## config.mk

```make
export PLATFORM = sky130hd
export DESIGN_NAME = deco_issue_seq
export DESIGN_NICKNAME = d
export VERILOG_FILES = /design/src/rtl/deco_issue_seq.sv
export SDC_FILE = /design/constraint.sdc
export NUM_CORES = 1
export LEC_CHECK = 0
export BUFFER_PORTS_ARGS = -buffer_cell sky130_fd_sc_hd__buf_2
export CAP_MARGIN = 20
export CORE_ASPECT_RATIO = 0.6
export CORE_MARGIN = 3
export CORE_UTILIZATION = 55
export DETAILED_ROUTE_END_ITERATION = 6
export PLACE_DENSITY = 0.76
export SETUP_SLACK_MARGIN = 0.3
export SYNTH_ARGS = -nofsm -noshare
export SYNTH_HDL_FRONTEND = slang
export SYNTH_SLANG_ARGS = --single-unit
```

## constraint.sdc

```tcl
create_clock -name clk -period 2 [get_ports clk]
set_input_delay 0.1 -clock clk [delete_from_list [all_inputs] [get_ports clk]]
set_output_delay 0.1 -clock clk [all_outputs]
set_load 0.05 [all_outputs]
```

## src/rtl/deco_issue_seq.sv

```systemverilog
// Issue sequencer: accepts instruction words, folds I/T prefixes into the next core op and
// issues one merged micro-op per core word, tracking fragment boundaries and protocol errors.

module deco_issue_seq_decoder #(
    parameter int IDX_W = 6
) (
    input  logic [31:0]      word,
    output logic [2:0]       op,
    output logic             end_f,
    output logic [IDX_W-1:0] nalloc,
    output logic [25:0]      immhi,
    output logic [15:0]      tgt
);
    assign op     = word[31:29];
    assign end_f  = word[28];
    assign nalloc = word[IDX_W-1:0];
    assign immhi  = word[25:0];
    assign tgt    = word[15:0];
endmodule

module deco_issue_seq #(
    parameter int IDX_W = 6,
    parameter int CNT_W = 7
) (
    input  logic             clk,
    input  logic             rst_n,
    input  logic             in_valid,
    output logic             in_ready,
    input  logic [31:0]      in_word,
    output logic             uop_valid,
    input  logic             uop_ready,
    output logic [31:0]      uop_word,
    output logic [IDX_W-1:0] uop_idx,
    output logic [25:0]      uop_immhi,
    output logic             uop_immhi_vld,
    output logic [15:0]      uop_tgt,
    output logic             uop_tgt_vld,
    output logic             frag_active,
    output logic [IDX_W-1:0] frag_nalloc,
    output logic             frag_done,
    output logic [CNT_W-1:0] frag_count,
    output logic             err,
    output logic [1:0]       err_code
);
    typedef enum logic [1:0] {IDLE = 2'd0, BODY = 2'd1, ISSUE = 2'd2} state_t;

    logic [2:0]       op_s;
    logic             end_f_s;
    logic [IDX_W-1:0] nalloc_s;
    logic [25:0]      immhi_s;
    logic [15:0]      tgt_s;
    logic             accept_s;

    state_t           state_q, state_d;
    logic             in_ready_q, in_ready_d;
    logic             uop_valid_q, uop_valid_d;
    logic [31:0]      uop_word_q, uop_word_d;
    logic [IDX_W-1:0] uop_idx_q, uop_idx_d;
    logic [25:0]      uop_immhi_q, uop_immhi_d;
    logic             uop_immhi_vld_q, uop_immhi_vld_d;
    logic [15:0]      uop_tgt_q, uop_tgt_d;
    logic             uop_tgt_vld_q, uop_tgt_vld_d;
    logic             frag_active_q, frag_active_d;
    logic [IDX_W-1:0] nalloc_q, nalloc_d;
    logic             frag_done_q, frag_done_d;
    logic [CNT_W-1:0] frag_count_q, frag_count_d;
    logic             err_q, err_d;
    logic [1:0]       err_code_q, err_code_d;
    logic             immhi_vld_q, immhi_vld_d;
    logic [25:0]      immhi_q, immhi_d;
    logic             tgt_vld_q, tgt_vld_d;
    logic [15:0]      tgt_q, tgt_d;
    logic [IDX_W-1:0] idx_q, idx_d;
    logic [CNT_W-1:0] cnt_q, cnt_d;

    deco_issue_seq_decoder #(.IDX_W(IDX_W)) u_decoder (
        .word   (in_word),
        .op     (op_s),
        .end_f  (end_f_s),
        .nalloc (nalloc_s),
        .immhi  (immhi_s),
        .tgt    (tgt_s)
    );

    assign accept_s = in_valid && in_ready_q;

    // Next-state logic for the sequencer and all registered outputs
    always_comb begin
        state_d         = state_q;
        in_ready_d      = in_ready_q;
        uop_valid_d     = uop_valid_q;
        uop_word_d      = uop_word_q;
        uop_idx_d       = uop_idx_q;
        uop_immhi_d     = uop_immhi_q;
        uop_immhi_vld_d = uop_immhi_vld_q;
        uop_tgt_d       = uop_tgt_q;
        uop_tgt_vld_d   = uop_tgt_vld_q;
        frag_active_d   = frag_active_q;
        nalloc_d        = nalloc_q;
        frag_done_d     = 1'b0;
        frag_count_d    = frag_count_q;
        err_d           = 1'b0;
        err_code_d      = 2'd0;
        immhi_vld_d     = immhi_vld_q;
        immhi_d         = immhi_q;
        tgt_vld_d       = tgt_vld_q;
        tgt_d           = tgt_q;
        idx_d           = idx_q;
        cnt_d           = cnt_q;

        case (state_q)
            IDLE: begin
                if (accept_s) begin
                    if ((op_s == 3'b101) && !end_f_s) begin
                        nalloc_d      = nalloc_s;
                        idx_d         = {IDX_W{1'b0}};
                        cnt_d         = {CNT_W{1'b0}};
                        immhi_vld_d   = 1'b0;
                        tgt_vld_d     = 1'b0;
                        frag_active_d = 1'b1;
                        state_d       = BODY;
                    end else begin
                        err_d      = 1'b1;
                        err_code_d = op_s[2] && op_s[1] ? 2'd3 : 2'd1;
                    end
                end else begin
                    state_d = IDLE;
                end
            end
            BODY: begin
                if (accept_s) begin
                    case (op_s)
                        3'b000, 3'b001, 3'b010: begin
                            uop_word_d      = in_word;
                            uop_idx_d       = idx_q;
                            uop_immhi_d     = immhi_q;
                            uop_immhi_vld_d = immhi_vld_q;
                            uop_tgt_d       = tgt_q;
                            uop_tgt_vld_d   = tgt_vld_q;
                            uop_valid_d     = 1'b1;
                            in_ready_d      = 1'b0;
                            state_d         = ISSUE;
                            // Over-allocation still issues, but is reported
                            if (idx_q >= nalloc_q) begin
                                err_d      = 1'b1;
                                err_code_d = 2'd1;
                            end else begin
                                err_d      = 1'b0;
                            end
                        end
                        3'b011: begin
                            tgt_d     = tgt_s;
                            tgt_vld_d = 1'b1;
                            if (tgt_vld_q) begin
                                err_d      = 1'b1;
                                err_code_d = 2'd2;
                            end else begin
                                err_d      = 1'b0;
                            end
                        end
                        3'b100: begin
                            immhi_d     = immhi_s;
                            immhi_vld_d = 1'b1;
                            if (immhi_vld_q) begin
                                err_d      = 1'b1;
                                err_code_d = 2'd2;
                            end else begin
                                err_d      = 1'b0;
                            end
                        end
                        3'b101: begin
                            frag_done_d  = 1'b1;
                            frag_count_d = cnt_q;
                            immhi_vld_d  = 1'b0;
                            tgt_vld_d    = 1'b0;
                            if (end_f_s) begin
                                frag_active_d = 1'b0;
                                state_d       = IDLE;
                                if (immhi_vld_q || tgt_vld_q) begin
                                    err_d      = 1'b1;
                                    err_code_d = 2'd2;
                                end else begin
                                    err_d      = 1'b0;
                                end
                            end else begin
                                // Nested start closes the open fragment and reopens
                                err_d      = 1'b1;
                                err_code_d = 2'd1;
                                nalloc_d   = nalloc_s;
                                idx_d      = {IDX_W{1'b0}};
                                cnt_d      = {CNT_W{1'b0}};
                            end
                        end
                        default: begin
                            err_d      = 1'b1;
                            err_code_d = 2'd3;
                        end
                    endcase
                end else begin
                    state_d = BODY;
                end
            end
            ISSUE: begin
                if (uop_ready) begin
                    uop_valid_d = 1'b0;
                    in_ready_d  = 1'b1;
                    immhi_vld_d = 1'b0;
                    tgt_vld_d   = 1'b0;
                    idx_d       = (idx_q == {IDX_W{1'b1}}) ? idx_q : idx_q + 1'b1;
                    cnt_d       = (cnt_q == {CNT_W{1'b1}}) ? cnt_q : cnt_q + 1'b1;
                    state_d     = BODY;
                end else begin
                    state_d = ISSUE;
                end
            end
            default: begin
                state_d       = IDLE;
                in_ready_d    = 1'b1;
                uop_valid_d   = 1'b0;
                frag_active_d = 1'b0;
            end
        endcase
    end

    // State and output registers
    always_ff @(posedge clk or negedge rst_n) begin
        if (!rst_n) begin
            state_q         <= IDLE;
            in_ready_q      <= 1'b1;
            uop_valid_q     <= 1'b0;
            uop_word_q      <= 32'd0;
            uop_idx_q       <= {IDX_W{1'b0}};
            uop_immhi_q     <= 26'd0;
            uop_immhi_vld_q <= 1'b0;
            uop_tgt_q       <= 16'd0;
            uop_tgt_vld_q   <= 1'b0;
            frag_active_q   <= 1'b0;
            nalloc_q        <= {IDX_W{1'b0}};
            frag_done_q     <= 1'b0;
            frag_count_q    <= {CNT_W{1'b0}};
            err_q           <= 1'b0;
            err_code_q      <= 2'd0;
            immhi_vld_q     <= 1'b0;
            immhi_q         <= 26'd0;
            tgt_vld_q       <= 1'b0;
            tgt_q           <= 16'd0;
            idx_q           <= {IDX_W{1'b0}};
            cnt_q           <= {CNT_W{1'b0}};
        end else begin
            state_q         <= state_d;
            in_ready_q      <= in_ready_d;
            uop_valid_q     <= uop_valid_d;
            uop_word_q      <= uop_word_d;
            uop_idx_q       <= uop_idx_d;
            uop_immhi_q     <= uop_immhi_d;
            uop_immhi_vld_q <= uop_immhi_vld_d;
            uop_tgt_q       <= uop_tgt_d;
            uop_tgt_vld_q   <= uop_tgt_vld_d;
            frag_active_q   <= frag_active_d;
            nalloc_q        <= nalloc_d;
            frag_done_q     <= frag_done_d;
            frag_count_q    <= frag_count_d;
            err_q           <= err_d;
            err_code_q      <= err_code_d;
            immhi_vld_q     <= immhi_vld_d;
            immhi_q         <= immhi_d;
            tgt_vld_q       <= tgt_vld_d;
            tgt_q           <= tgt_d;
            idx_q           <= idx_d;
            cnt_q           <= cnt_d;
        end
    end

    assign in_ready      = in_ready_q;
    assign uop_valid     = uop_valid_q;
    assign uop_word      = uop_word_q;
    assign uop_idx       = uop_idx_q;
    assign uop_immhi     = uop_immhi_q;
    assign uop_immhi_vld = uop_immhi_vld_q;
    assign uop_tgt       = uop_tgt_q;
    assign uop_tgt_vld   = uop_tgt_vld_q;
    assign frag_active   = frag_active_q;
    assign frag_nalloc   = nalloc_q;
    assign frag_done     = frag_done_q;
    assign frag_count    = frag_count_q;
    assign err           = err_q;
    assign err_code      = err_code_q;
endmodule

```

Word level (Yosys, flattened, before mapping)
Cells that the tools add are included.
Widths: inputs -> output; s select.
{"block": "word_totals", "reg_bits": 161, "output_inout_bits": 102}
{"block": "classes", "n_mux": 75, "reduce_logical": 22, "magnitude_cmp": 1, "bitwise": 2, "eq_ne": 24, "addsub": 2}
{"operator": "$mux 6", "count": 12}
{"operator": "$mux 7", "count": 7}
{"operator": "$mux 1", "count": 27}
{"operator": "$mux 2", "count": 13}
{"operator": "$reduce_and 6->1", "count": 4}
{"operator": "$pmux 7 s3", "count": 1}
{"operator": "$ne 2x2->1 const B", "count": 9}
{"operator": "$pmux 6 s3", "count": 1}
{"operator": "$reduce_and 8->1", "count": 2}
{"operator": "$pmux 1 s3", "count": 5}
{"operator": "$reduce_and 3->1", "count": 5}
{"operator": "$pmux 6 s2", "count": 1}
{"operator": "$pmux 2 s2", "count": 2}
{"operator": "$pmux 2 s4", "count": 1}
{"operator": "$add 7x1->7 const B", "count": 1}
{"operator": "$eq 7x7->1 const B", "count": 1}
{"operator": "$add 6x1->6 const B", "count": 1}
{"operator": "$eq 3x2->1 const B", "count": 2}
{"operator": "$eq 3x3->1 const B", "count": 2}
{"operator": "$eq 6x6->1 const B", "count": 1}
{"operator": "$ge 6x6->1", "count": 1}
{"operator": "$ne 3x2->1 const B", "count": 2}
{"operator": "$pmux 1 s2", "count": 3}
{"operator": "$pmux 2 s3", "count": 1}
{"operator": "18 further kinds", "count": 21}

Logic depth before layout (Yosys ltp)
{"block": "logic_depth", "depth_word": 6, "ltp_mapped": 7, "mapped_depth_nobuf": 6}

Hierarchy
From an unflattened synthesis, not the netlist that was laid out.
{"block": "unflattened", "hier_cells": 516, "hier_area_um2": 6986.7}
{"mod": "deco_issue_seq", "cells_each": 464, "n_inst": 1, "area_per_inst_um2": 6596.3, "seq_area_each_um2": 4030.1}
{"mod": "deco_issue_seq_decoder", "cells_each": 52, "n_inst": 1, "area_per_inst_um2": 390.4, "seq_area_each_um2": 0.0}

Worst setup path after synthesis
Ideal clock, no wire load.
{"block": "synth_path", "path_kind": "flip-flop to flip-flop", "start": "register in_ready_q (netlist: in_ready)", "end": "register uop_immhi_q[0] (netlist: uop_immhi[0])", "required_ns": 1.875, "arrival_ns": 1.764, "path_stages_with_launch": 6, "synth_period_minus_slack_ns": 1.889, "setup_slack_ns": 0.111, "cell_sequence": "dfstp_2 > nand4b_4 > or2_1 > buf_6 > buf_6 > mux2_4"}
{"block": "synth_between", "elab_chain_cells": 2}
{"item": "start, declared", "line": "55", "source": "logic in_ready_q, in_ready_d;"}
{"item": "start signal, assigned", "line": "251", "source": "in_ready_q <= in_ready_d;"}
{"item": "$logic_and 1x1->1", "line": "85", "source": "assign accept_s = in_valid && in_ready_q;"}
{"item": "$reduce_and 3->1 (no source line)"}
{"item": "end signal, assigned", "line": "255", "source": "uop_immhi_q <= uop_immhi_d;"}
{"item": "end, declared", "line": "59", "source": "logic [25:0] uop_immhi_q, uop_immhi_d;"}
No other way between the ends.
A chain may end at the register's enable or synchronous reset.

Worst setup path in the final report
{"block": "layout_path", "start": "register in_ready_q (netlist: in_ready)", "end": "register uop_immhi_q[17] (netlist: uop_immhi[17])"}
The elaborated chain is that of the path after synthesis.

==> flow_summary.yaml <==
yosys:
  yosysWarnings: 0
  syn_nets: 515
  ys_seq_area_share_pct: 59.0
  synth_cells: 471
  post_synth_num_cell_types: 50
  syn_area_um2: 6830
  total_of_flip_flops_plus_latches_after_synthesis: 161
  synth_ff_type: "sky130_fd_sc_hd__dfrtp_1"
  synth.avg_cell_area_um2: 14.5
  synth_edf_count: 0
  postSynth.asyncResetShare_pct: 100
power:
  power.static_leakage_nw: 5.12
  comb_power_share_pct: 3.1
  total_switching_power_mw: 1.47
  share_clk_of_total_power_pct: 49.7
  p_per_area_nw_per_um2: 742
  seq_power_share_pct: 47.2
  internal_power_mw: 5.44
  peakVddDrop_mv: 0.796
  switching_share_pct: 21.2
  design_power_total_mw: 6.90
status:
  outcome: "finished, final reports clean"
critical_path:
  kind_of_launch_point_of_the_worst_setup_path: "flop"
  critical_path_arrival_ns: 2.12
  cpMaxStageDelayCell: "sky130_fd_sc_hd__dfstp_4"
  critical-path-top-cell-by-count: "sky130_fd_sc_hd__clkbuf_16"
  crit_chain: "nand4b_4, or2_4, clkbuf_16, clkbuf_16, mux2_4"
  worst-endpoint-required_ns: 2.30
  critical-path-max-stage-delay_ns: 0.63
  critical_path_class: "reg2reg"
  critical_path_peak_fanout: 5
  critical_path.endpoint_type: "flop"
clock_tree:
  clock_slew_at_the_register_clock_pins_of_the_worst_setup_and_hold_paths_ns: 0.06
  clock_tree.htree_level_count: 4
  cts_tree: "yes"
  cts_num_sinks: 161
  worst_skew_pair.late_latency_ns: 0.42
  cts-root-to-sink-buffers: 2
  cts_made_buffers: 17
  clock-root-buffer: "sky130_fd_sc_hd__clkbuf_16"
sta:
  maxClockFrequency_ghz: 0.549
  post_route_setup_tns_ns: 0
  finalWorstPathRequiredPeriod_ns: 1.82
  worst_clock_skew_ns: 0.00889
  min_period_over_period_pct: 91.0
  setup_viol_count_final: 0
  final-hold-violation-count: 0
  final_count_of_pins_violating_max_slew: 0
  rsz_0062_raised_after_global_routing: "yes"
  slew_headroom_pct: 63.4
  worst-slew-pin-transition_ns: 0.549
final_layout:
  area_growth_syn_to_layout_pct: 36.2
  register_area_um2: 4040
  diodes: 0
  nFillCells: 660
  fraction_of_layout_cells_with_a_size_suffix_above_1_pct: 52.4
  multi_input_combinational_cell_area_um2: 2730
  final_cell_count_no_fill: 851
  final_net_count: 723
global_route:
  top_usage_layer: "met2"
  grt_use_met3_pct: 7.24
  grt_util_met1_pct: 33.9
  grt_first_pass_wirelength_mm: 25.7
  grt_antenna_before_repair: 0
  pin_count_of_the_biggest_net_entering_global_routing: 58
  grt.met2_usage_pct: 37.3
  grt_pass1_vias: 4768
  grt_util_all_layers_pct: 24.2
  globalRouteOverflowTotal: 0
hold_path:
  hold_path_class: "in2reg"
route:
  drt_iter0_drcs: 254
  via_count: 4692
  average_wire_per_cell_in_the_routed_design_um: 21.1
  postRouteAntennaNets: 0
  drt-total-wl_mm: 17.9
  drt-vias-per-instance: 5.51
  dr.pass1.iters: 4
  drcViolationCount: 0
floorplanning:
  core_region_area_um2: 11700
  die_h_um: 92.3
  design.portCount: 138
  initial_cell_density_of_the_core_pct: 58.3
  std_cell_rows: 30
  die_x_um: 150
  die-area_um2: 13800
job:
  drv_cap: 0
placement:
  numPortBuffers: 137
  dpl.hpwl_mm: 10.4
  place.detailed.instances: 762
  place_congestion: 0.929
synth_stat cells, types with 2 or more instances:
library cell                 n  area, um^2
sky130_fd_sc_hd__mux2i_1     2        20.0
sky130_fd_sc_hd__mux2_4     56         841
sky130_fd_sc_hd__nor2_1     15        56.3
sky130_fd_sc_hd__a21o_1      2        15.0
sky130_fd_sc_hd__nand2b_1    4        25.0
sky130_fd_sc_hd__a31oi_1     5        31.3
sky130_fd_sc_hd__mux2_2     74         833
sky130_fd_sc_hd__nor4_1      2        12.5
sky130_fd_sc_hd__o31ai_1     2        15.0
sky130_fd_sc_hd__and3b_1     2        17.5
sky130_fd_sc_hd__buf_2       9        45.0
sky130_fd_sc_hd__ha_1        8         100
sky130_fd_sc_hd__nand2_1    21        78.8
sky130_fd_sc_hd__or4_1       2        15.0
sky130_fd_sc_hd__nand3_1    13        65.1
sky130_fd_sc_hd__clkbuf_1    3        11.3
sky130_fd_sc_hd__or2_1       2        12.5
sky130_fd_sc_hd__buf_6       7        78.8
sky130_fd_sc_hd__nor2b_1     7        43.8
sky130_fd_sc_hd__and2_1      4        25.0
sky130_fd_sc_hd__o21a_1      2        15.0
sky130_fd_sc_hd__o21ai_0    18        90.1
sky130_fd_sc_hd__inv_1       8        30.0
sky130_fd_sc_hd__dfrtp_1   160        4000
sky130_fd_sc_hd__a21oi_1    12        60.1
sky130_fd_sc_hd__and3_1      5        31.3
sky130_fd_sc_hd__a211oi_1    3        22.5
sequential cells by signal, summed over array words and instances (netlist names), 2 cells and up:
signal and flops:
frag_nalloc 6, state_q 2, idx_q 6, cnt_q 7, uop_tgt 16, immhi_q 26, frag_count 7, tgt_q 16
uop_immhi 26, uop_word 32, err_code 2, uop_idx 6
per-layer routing:
metal	vias to the layer above	part of all wire, %
met5	-	0
li1	2108	-
met3	18	7.0
met4	0	0.93
met2	174	47
met1	2392	45
critical path: cells and delay by family, from the launching register on:
kind	cells	cell delay, ns
DFF	1	0.63
and+or+nand+nor	2	0.43
buffers and inverters	2	0.35
muxes	1	0.30
what timing repair did:
| action | CTS | global route |
|---|---|---|
| setup endpoints to repair | 118 | 141 |
| gates resized for setup | 13 | 18 |
| endpoints found under the hold margin | 128 | 0 |
| hold buffers | 29 | 0 |
| pin swaps | 5 | 4 |
| gates cloned | 4 | 12 |
| setup buffers | 8 | 5 |
power by group through the flow:
stage          Combinational (mW)  Sequential, mW  Clock [mW]
5_1_grt                     0.235            3.26        3.63
2_1_floorplan              0.0296            3.32           0
3_5_place_dp                0.166            3.32           0
3_3_place_gp                0.162            3.32           0
4_1_cts                     0.211            3.26        3.45
6_report                    0.213            3.26        3.43
kinds of logic (layout without fill, tap and decap cells):
| kind of cell | Yosys count | after routing | share of synthesized area [%] |
|---|---|---|---|
| adder cells (fa/ha/maj) | 8 | 8 | 1.46 |
| multiplexers | 133 | 133 | 25.0 |
| AO/OA/AOI/OAI | 52 | 52 | 4.67 |
| XOR/XNOR | 1 | 1 | 0.128 |
| flip-flops | 161 | 161 | 59.0 |
| AND/OR/NAND/NOR | 88 | 88 | 7.27 |
| buffers and inverters | 28 | 248 | 2.53 |
cells in the final DEF, fill, tap and decap left out, types with 3 or more instances in the layout:
| cell | instances |
|---|---|
| sky130_fd_sc_hd__dlygate4sd3_1 | 29 |
| sky130_fd_sc_hd__a31oi_1 | 5 |
| sky130_fd_sc_hd__buf_6 | 4 |
| sky130_fd_sc_hd__nand2_1 | 20 |
| sky130_fd_sc_hd__buf_4 | 16 |
| sky130_fd_sc_hd__inv_6 | 3 |
| sky130_fd_sc_hd__buf_2 | 136 |
| sky130_fd_sc_hd__buf_8 | 3 |
| sky130_fd_sc_hd__clkbuf_16 | 27 |
| sky130_fd_sc_hd__o21ai_0 | 15 |
| sky130_fd_sc_hd__nor2_1 | 14 |
| sky130_fd_sc_hd__nand2b_1 | 3 |
| sky130_fd_sc_hd__o21ai_1 | 3 |
| sky130_fd_sc_hd__and3_1 | 5 |
| sky130_fd_sc_hd__a21oi_1 | 12 |
| sky130_fd_sc_hd__nand3_1 | 13 |
| sky130_fd_sc_hd__ha_1 | 7 |
| sky130_fd_sc_hd__bufinv_16 | 4 |
| sky130_fd_sc_hd__dfrtp_1 | 159 |
| sky130_fd_sc_hd__inv_1 | 8 |
| sky130_fd_sc_hd__and2_1 | 3 |
| sky130_fd_sc_hd__buf_12 | 5 |
| sky130_fd_sc_hd__nor2b_1 | 7 |
| sky130_fd_sc_hd__buf_16 | 6 |
| sky130_fd_sc_hd__mux2_2 | 66 |
| sky130_fd_sc_hd__mux2_4 | 65 |
layout make-up:
cell class	instances	area share, %
sequential	161	43.4
multi-input combinational	282	29.3
timing repair buffer	209	18.2
clock buffer	19	4.65
tap	160	2.15
clock inverter	12	1.95
inverter	8	0.323
worst paths after layout:
path | endpoint | start | depth (start not counted) | slack [ns]
worst max-delay path | uop_immhi[17] | in_ready | 5 | 0.18
max in group asynchronous | state_q[1] | rst_n | 3 | 1.03
worst max register to register | uop_immhi[17] | in_ready | 5 | 0.18
min in group asynchronous | uop_immhi[7] | rst_n | 2 | 0.22
worst min register to register | uop_word[31] | uop_word[31] | 1 | 0.48
worst min-delay path | uop_word[28] | in_word[28] | 2 | 0.04
stage by stage:
stage | utilization (%) | instance area, um^2 | setup slack (ns) | hold slack (ns)
after global routing | 79.4 | 9300 | 0.144 | 0.0390
final | 79.4 | 9300 | 0.180 | 0.0437
after CTS | 76.3 | 8940 | 0.201 | 0.0151
after floorplan | - | 6890 | 0.154 | -0.196
after detailed placement | 66.6 | 7800 | 0.127 | 0.0945
after global placement | 66.6 | 7800 | 0.167 | 0.0973
(Power assumes the default switching activity.)
